$ cat src/rtl/load_scoreboard_pkg.sv
// Shared register-file constants for the load scoreboard and its tag FIFO.
package load_scoreboard_pkg;

    localparam int REG_ADDR_W = 5;
    localparam int NUM_REGS   = 32;
    localparam logic [REG_ADDR_W-1:0] REG_ZERO = 5'd0;

    typedef logic [REG_ADDR_W-1:0] reg_addr_t;

endpackage

$ cat src/rtl/sb_tag_fifo.sv
// In-order FIFO of destination-register tags for outstanding long-latency ops.
module sb_tag_fifo
    import load_scoreboard_pkg::*;
#(
    parameter int DEPTH = 4
) (
    input  logic                    clk,
    input  logic                    reset,
    input  logic                    push,
    input  reg_addr_t               push_tag,
    input  logic                    pop,
    output reg_addr_t               head,
    output logic [$clog2(DEPTH):0]  count,
    output logic                    full,
    output logic                    empty
);

    localparam int PTR_W = $clog2(DEPTH);
    localparam logic [PTR_W:0] FULL_COUNT = DEPTH[PTR_W:0];

    logic [PTR_W-1:0] rd_ptr;
    logic [PTR_W-1:0] wr_ptr;
    reg_addr_t        mem [DEPTH];

    // Pointers wrap naturally because DEPTH is a power of two.
    always_ff @(posedge clk) begin
        if (reset) begin
            rd_ptr <= '0;
            wr_ptr <= '0;
            count  <= '0;
        end else begin
            if (push) wr_ptr <= wr_ptr + 1'b1;
            if (pop)  rd_ptr <= rd_ptr + 1'b1;
            case ({push, pop})
                2'b10:   count <= count + 1'b1;
                2'b01:   count <= count - 1'b1;
                default: count <= count;
            endcase
        end
    end

    always_ff @(posedge clk) begin
        if (push) mem[wr_ptr] <= push_tag;
    end

    assign head  = mem[rd_ptr];
    assign full  = (count == FULL_COUNT);
    assign empty = (count == '0);

endmodule

$ cat src/rtl/load_scoreboard.sv
// Decode-stage scoreboard for long-latency results: stalls RAW/WAW hazards on
// pending registers and names the writeback target of in-order completions.
// Optional macro SCOREBOARD_BYPASS_EN lets a dependent read proceed in the
// completion cycle of its producer.
module load_scoreboard
    import load_scoreboard_pkg::*;
#(
    parameter int DEPTH = 4
) (
    input  logic                  clk,
    input  logic                  reset,
    input  logic                  issue_valid,
    input  logic [REG_ADDR_W-1:0] issue_rd,
    input  logic [REG_ADDR_W-1:0] rs1,
    input  logic [REG_ADDR_W-1:0] rs2,
    input  logic [REG_ADDR_W-1:0] rd,
    input  logic                  rd_write,
    input  logic                  cmpl_valid,
    output logic                  stall,
    output logic                  wb_valid,
    output logic [REG_ADDR_W-1:0] wb_rd,
    output logic                  busy,
    output logic                  full,
    output logic                  err_underflow
);

    localparam int PTR_W = $clog2(DEPTH);

    logic [NUM_REGS-1:0] pending;
    logic [NUM_REGS-1:0] pending_next;
    reg_addr_t           head;
    logic [PTR_W:0]      count;
    logic                fifo_full;
    logic                empty;
    logic                push;
    logic                pop;
    logic                bypass;

    function automatic logic hit(input reg_addr_t r, input logic [NUM_REGS-1:0] pend,
                                 input logic byp, input reg_addr_t head_tag);
        return (r != REG_ZERO) && pend[r] && !(byp && (head_tag == r));
    endfunction

    assign pop = cmpl_valid & ~empty;

`ifdef SCOREBOARD_BYPASS_EN
    assign bypass = pop;
`else
    assign bypass = 1'b0;
`endif

    assign stall = hit(rs1, pending, bypass, head)
                 | hit(rs2, pending, bypass, head)
                 | (rd_write & hit(rd, pending, bypass, head))
                 | (issue_valid & fifo_full);

    assign push     = issue_valid & ~stall;
    assign wb_valid = pop;
    assign wb_rd    = pop ? head : REG_ZERO;
    assign busy     = (count != '0);
    assign full     = fifo_full;

    sb_tag_fifo #(.DEPTH(DEPTH)) u_tag_fifo (
        .clk      (clk),
        .reset    (reset),
        .push     (push),
        .push_tag (issue_rd),
        .pop      (pop),
        .head     (head),
        .count    (count),
        .full     (fifo_full),
        .empty    (empty)
    );

    // Set is applied after clear so a re-issue to the completing register wins.
    always_comb begin
        pending_next = pending;
        if (pop) pending_next[head] = 1'b0;
        if (push && (issue_rd != REG_ZERO)) pending_next[issue_rd] = 1'b1;
    end

    always_ff @(posedge clk) begin
        if (reset) begin
            pending       <= '0;
            err_underflow <= 1'b0;
        end else begin
            pending <= pending_next;
            if (cmpl_valid && empty) err_underflow <= 1'b1;
        end
    end

endmodule

$ cat config.mk
export PLATFORM = sky130hd
export DESIGN_NAME = load_scoreboard
export DESIGN_NICKNAME = d
export VERILOG_FILES = /design/src/rtl/load_scoreboard_pkg.sv /design/src/rtl/sb_tag_fifo.sv /design/src/rtl/load_scoreboard.sv
export SDC_FILE = /design/constraint.sdc
export NUM_CORES = 1
export LEC_CHECK = 0
export BUFFER_PORTS_ARGS = -buffer_cell sky130_fd_sc_hd__buf_2
export CORE_AREA = 2 2 90 92
export CTS_CLUSTER_SIZE = 8
export DETAILED_ROUTE_END_ITERATION = 7
export DIE_AREA = 0 0 92 94
export GPL_ROUTABILITY_DRIVEN = 0
export PLACE_DENSITY = 0.76
export SYNTH_ARGS = -nofsm -noshare
export SYNTH_HDL_FRONTEND = slang
export SYNTH_HIERARCHICAL = 1
export SYNTH_SLANG_ARGS = --single-unit
$ cat constraint.sdc
create_clock -name clk -period 4.1 [get_ports clk]
set_clock_uncertainty 0.1 [all_clocks]
set_input_delay 0.82 -clock clk [delete_from_list [all_inputs] [get_ports clk]]
set_output_delay 0.82 -clock clk [all_outputs]
set_load 0.005 [all_outputs]
Word-level counts from Yosys, hierarchy flattened
Memories as Yosys holds them, arrays and structs flattened. A register that Yosys moved wholly into a read port is not among the register bits.
Index checks and enable logic that the tools add are counted.

storage, ports and cells
  bits of input ports = 25
  output and inout bits = 10
  register bits after elaboration = 40
  memory bits (writable) = 20
  memories = 1

operators by class
  mux-type cells = 18
  reductions and logical operators = 14
  $lt $le $gt $ge = 7
  equal/unequal tests = 3
  bitwise gates (word level) = 12
  add/subtract/negate cells = 4

memories
  memory          words  bits a word  read ports  clocked after memory_dff  write ports  line               text
  u_tag_fifo.mem  4      5            1           1                         1            sb_tag_fifo.sv:23  reg_addr_t mem [DEPTH];

operators by type and width
  cell                                                                    number
  32-bit 2-to-1 mux                                                       2
  32-bit AND                                                              1
  32-bit inverter                                                         1
  32-bit bitwise OR                                                       1
  5-bit by 6-bit < comparator with 1-bit output (second input constant)   5
  5-bit nonzero test                                                      4
  1-bit binary-select mux with 5-bit select                               3
  1-bit demux with 5-bit select                                           2
  5-bit by 1-bit >= comparator with 1-bit output (second input constant)  2
  1-bit logical AND                                                       7
  1-bit 2-to-1 mux                                                        7
  3-bit case mux with 2 select lines                                      1
  5-bit 2-to-1 mux                                                        1
  2-bit by 1-bit adder with 2-bit output (second input constant)          2
  1-bit AND                                                               4
  2-bit 2-to-1 mux                                                        2
  3-bit by 1-bit adder with 3-bit output (second input constant)          1
  3-bit == test (second input constant)                                   1
  3-bit logical NOT                                                       1
  1-bit bitwise OR                                                        3
  3-bit nonzero test                                                      1
  3-bit by 1-bit subtractor with 3-bit output (second input constant)     1
  2-bit by 1-bit == test with 1-bit output (second input constant)        1
  2-bit == test (second input constant)                                   1
  other kinds (2)                                                         3

Depth between registers and ports, before layout
  depth in word-level cells = 10
  mapped depth = 15
  mapped depth without buffers = 13

Hierarchy
Netlist, hierarchy kept.

modules (own cells, without submodules)
  module           cells an instance  area each (sq um)  times used
  load_scoreboard  316                2979.1             1
  sb_tag_fifo      73                 1158.6             1

Least setup slack after synthesis
OpenSTA, ideal clock, no wires.

  path kind = input to register
  start = input port rs2[0]
  end = register u_tag_fifo.count[2]
  path buffers = 1
  stages on the path = 13
  path slack = 0.113 ns
  arrival time = 3.817 ns
  cell sequence = buf_2 -> mux4_2 -> mux2_2 -> nand3_1 -> nand3b_4 -> nor4b_1 -> inv_1 -> ha_1 -> inv_1 -> fa_1 -> xor2_1 -> or3_1 -> a21oi_1

on the way
  longest elaborated chain between the ends = 10
  elaborated cells on any way between the ends = 13
  classes of those cells = eq/ne: 2; mux: 3; bitwise: 5; reduce/logical: 3

ends and longest elaborated chain
  what                                                                              line                   text
  start: declaration                                                                load_scoreboard.sv:15  input logic [REG_ADDR_W-1:0] rs2,
  1-bit binary-select mux with 5-bit select                                         load_scoreboard.sv:41  return (r != REG_ZERO) && pend[r] && !(byp && (head_tag == r));
  1-bit 2-to-1 mux (not written as such)                                            load_scoreboard.sv:41
  1-bit logical AND *                                                               load_scoreboard.sv:41
  1-bit bitwise OR *                                                                load_scoreboard.sv:53  | hit(rs2, pending, bypass, head)
  1-bit bitwise OR *                                                                load_scoreboard.sv:54  | (rd_write & hit(rd, pending, bypass, head))
  1-bit bitwise OR *                                                                load_scoreboard.sv:55  | (issue_valid & fifo_full);
  1-bit inverter *                                                                  load_scoreboard.sv:57  assign push = issue_valid & ~stall;
  1-bit AND *                                                                       load_scoreboard.sv:57
  net push                                                                          load_scoreboard.sv:35  logic push;
  2-bit by 1-bit == test with 1-bit output / 2-bit == test (equally long branches)  sb_tag_fifo.sv:34      case ({push, pop})
  3-bit case mux with 2 select lines / 2-bit nonzero test (equally long branches)   n/a
  end signal: assignment                                                            sb_tag_fifo.sv:35      2'b10: count <= count + 1'b1;
  end signal: assignment                                                            sb_tag_fifo.sv:36      2'b01: count <= count - 1'b1;
  end signal: assignment                                                            sb_tag_fifo.sv:37      default: count <= count;
  end: declaration                                                                  sb_tag_fifo.sv:13      output logic [$clog2(DEPTH):0] count,

The timed path passes the listed nets; every way through them passes the cells marked *. The select of a mux whose other input is x is not followed.
A chain may end at the register's enable or synchronous reset.

Worst setup path after layout
  start = input port rd[2]
  end = register u_tag_fifo.count[2]

on the way
  longest elaborated chain between the ends = 10
  elaborated cells on any way between the ends = 13
  classes of those cells = eq/ne: 2; mux: 3; bitwise: 5; reduce/logical: 3

ends and longest elaborated chain
  what                                                                              line                   text
  start: declaration                                                                load_scoreboard.sv:16  input logic [REG_ADDR_W-1:0] rd,
  1-bit binary-select mux with 5-bit select                                         load_scoreboard.sv:41
  1-bit 2-to-1 mux (not written as such)                                            load_scoreboard.sv:41
  1-bit logical AND *                                                               load_scoreboard.sv:41
  1-bit AND *                                                                       load_scoreboard.sv:54
  1-bit bitwise OR *                                                                load_scoreboard.sv:54
  1-bit bitwise OR *                                                                load_scoreboard.sv:55
  1-bit inverter *                                                                  load_scoreboard.sv:57
  1-bit AND *                                                                       load_scoreboard.sv:57
  net push                                                                          load_scoreboard.sv:35
  2-bit by 1-bit == test with 1-bit output / 2-bit == test (equally long branches)  sb_tag_fifo.sv:34
  3-bit case mux with 2 select lines / 2-bit nonzero test (equally long branches)   n/a

Marks and branches as above.

==> out/results.tsv <==
metric	value	unit
status	completed	
syn_to_final_growth	6.95	%
synth_top_area_frac	0.198	
fin_crit_sh	0.920	
clockBufferDepth	2	
synth-seq-cells	61	
numCtsBuffers	9	
core	0.00761	sq mm
die_h	94	um
ys.flop_type	dfxtp_1	
fmax	265	MHz
grt_overflow_total	0	
io_buffer_count	34	
syn_avg_cell_area	10.6	sq um
yosys.area_share.simple	0.242	
start_util	0.544	
p_leak	0.00162	uW
endpoint_kind	register	
dp.cells	503	
critical_path.most_common_cell	inv_1	
hold_viol	0	
crit_family	buffers and inverters	
postCtsHoldBufs	0	
synth-async-reset-ratio	0	
drt_first_pass_iters	4	
period_needed	3.77	ns
hpwlAfterDp	7.54	mm
slowest_stage	mux4_1	
maxCapViolCount	0	
wl_per_cell	20.0	um
drt_iter0_drc	346	
post_cts_resized	0	
ir_worst_vdd	0.288	mV
postLayoutCoreUtil	0.582	
grt_max_degree	46	
synth.area.mux_share	0.164	
yosysWarningCount	6	
synth_compound_area_frac	0.153	
die_x	92	um
viasPerCell	6.36	
synth_xor_area_frac	0.0106	
grt_pass1_wl	16.7	mm
netlist_instances	389	
finalSetupViolCount	0	
cp.required	4.26	ns
synthAdderAreaFrac	0.0200	
drive_above_1_share	0.312	
clk_pin_slew	0.06	ns
cp_cell_sequence	buf_2, mux2i_1, mux4_1, nand3b_1, nand2_2, a311oi_4, nor4b_1, buf_4, inv_1, ha_1, inv_1, fa_1, xor2_1, or3_1, a21oi_1	
rows	32	
whs	0.374	ns
cts_root_buf	clkbuf_8	
syn_nets	420	
yosysSeqAreaShare	0.344	
die-area	0.00865	sq mm
antenna_found_initial	0	
synth_cell_type_count	56	
cts_setup_buffers	0	
startpoint_type	input port	
cts.sinks	61	
rsz0062_at_grt	no	
slew_headroom	0.505	
min_path_type	reg2reg	
wl	10.4	mm
cp.buffers_inverters	4	
drtAntennaViolNets	0	
synth_edf_count	20	
critical_path_arrival	3.93	ns
clock_latency	0.35	ns
cellPowerDensity	382	mW/mm^2
final_max_slew_viol_count	0	
synthesis.area	0.00414	sq mm
nNetsFinal	443	
fin_cells	519	
yosysTopAreaCell	dfxtp_1	
htreeDepth	3	
route.detailed.drc	0	
cts_tree	built	
tns	0	ns
ys_top_cells_by_area	dfxtp_1 20%, edfxtp_1 15%, o31ai_2 9.1%	
grt_pass1_vias	3269	
synth_top_family_by_area	simple AND/OR/NAND/NOR gates	
crit_fanout	16	
crit_type	in2reg	
num_vias	3303	
pin_count	35	
cpPeakStageDelay	0.51	ns
worst_pin_slew	0.740	ns
grtUsageTotal	0.251	
diodes	0	
routing by layer:
metal | wire, um | share of wire | track usage
met3 | 648 | 0.062 | 0.0425
met1 | 4330 | 0.42 | 0.311
met4 | 377 | 0.036 | 0.124
met5 | 0 | 0 | 0
met2 | 5050 | 0.49 | 0.425
tightest hold or removal path, cell delays in order (launching register included):
cell and delay (ns):
dfxtp_1 0.33, a21oi_1 0.04, nor2_1 0.07
registers in the layout, summed over array words and instances (netlist names), named ones only:
signal / count
pending: 31
err_underflow: 1
u_tag_fifo/count: 3
u_tag_fifo/mem: 20
u_tag_fifo/wr_ptr: 2
u_tag_fifo/rd_ptr: 2
stage by stage:
step | instance area (sq um) | worst slack [ns] | total power (uW)
detailed placement | 4240 | 0.0639 | 1180
global route | 4430 | 0.171 | 1760
global placement | 4240 | 0.170 | 1160
CTS | 4430 | 0.386 | 1690
floorplan | 4140 | 0.113 | 1060
finish | 4430 | 0.328 | 1690
cells in the mapped netlist (8+ instances only):
library cell / count
dfxtp_1: 41
nand3_1: 34
o31ai_2: 30
nand2_1: 25
mux2i_1: 22
nand3b_1: 21
edfxtp_1: 20
nor2_1: 18
o21ai_0: 18
and2b_2: 15
mux4_2: 15
clkbuf_1: 11
and2_1: 10
nor2b_1: 8
nor3_1: 8
cells by family (layout without fill, tap and decap cells):
group,after synthesis,count (layout)
compound gates,67,67
xor+xnor,5,5
fa+ha+maj,6,6
buf+inv,37,65
flops,61,61
mux,45,45
simple gates,168,168
final timing paths:
check                        startpoint                          endpoint  slack (ns)  depth (start not counted)
min          err_underflow$_SDFFE_PP0P_        err_underflow$_SDFFE_PP0P_        0.37                          2
max reg2reg      pending[11]$_SDFF_PP0_  u_tag_fifo/count[2]$_SDFFE_PP0P_        0.76                         14
min reg2reg  err_underflow$_SDFFE_PP0P_        err_underflow$_SDFFE_PP0P_        0.37                          2
max                               rd[2]  u_tag_fifo/count[2]$_SDFFE_PP0P_        0.33                         15
power by group:
group	internal, uW	switching (uW)
Sequential	663	37.3
Clock	277	238
Combinational	187	287
Total	1130	562
area by class of cell:
| cell class | instances | area, sq um |
|---|---|---|
| inverter | 7 | 26.3 |
| clock inverter | 5 | 51.3 |
| clock buffer | 11 | 131 |
| multi-input combinational | 291 | 2440 |
| timing repair buffer | 42 | 230 |
| tap | 102 | 128 |
| sequential | 61 | 1420 |
| fill | 687 | 3180 |
cell usage in the layout, fill, tap and decap left out, types with 6 or more instances in the layout:
cell type   n
inv_1       7
nor3_1      8
edfxtp_1   20
o31ai_2    30
and2_1     10
mux2i_1    22
nor2b_1     8
buf_4       8
mux4_2     15
nor3b_1     7
buf_2      34
mux2_2      6
dfxtp_1    41
nand3_1    34
nor2_1     18
nand3b_1   21
clkbuf_8    9
and2b_2    15
nand2_1    25
o21ai_0    18
No activity file was read; power rests on OpenSTA's default activity.
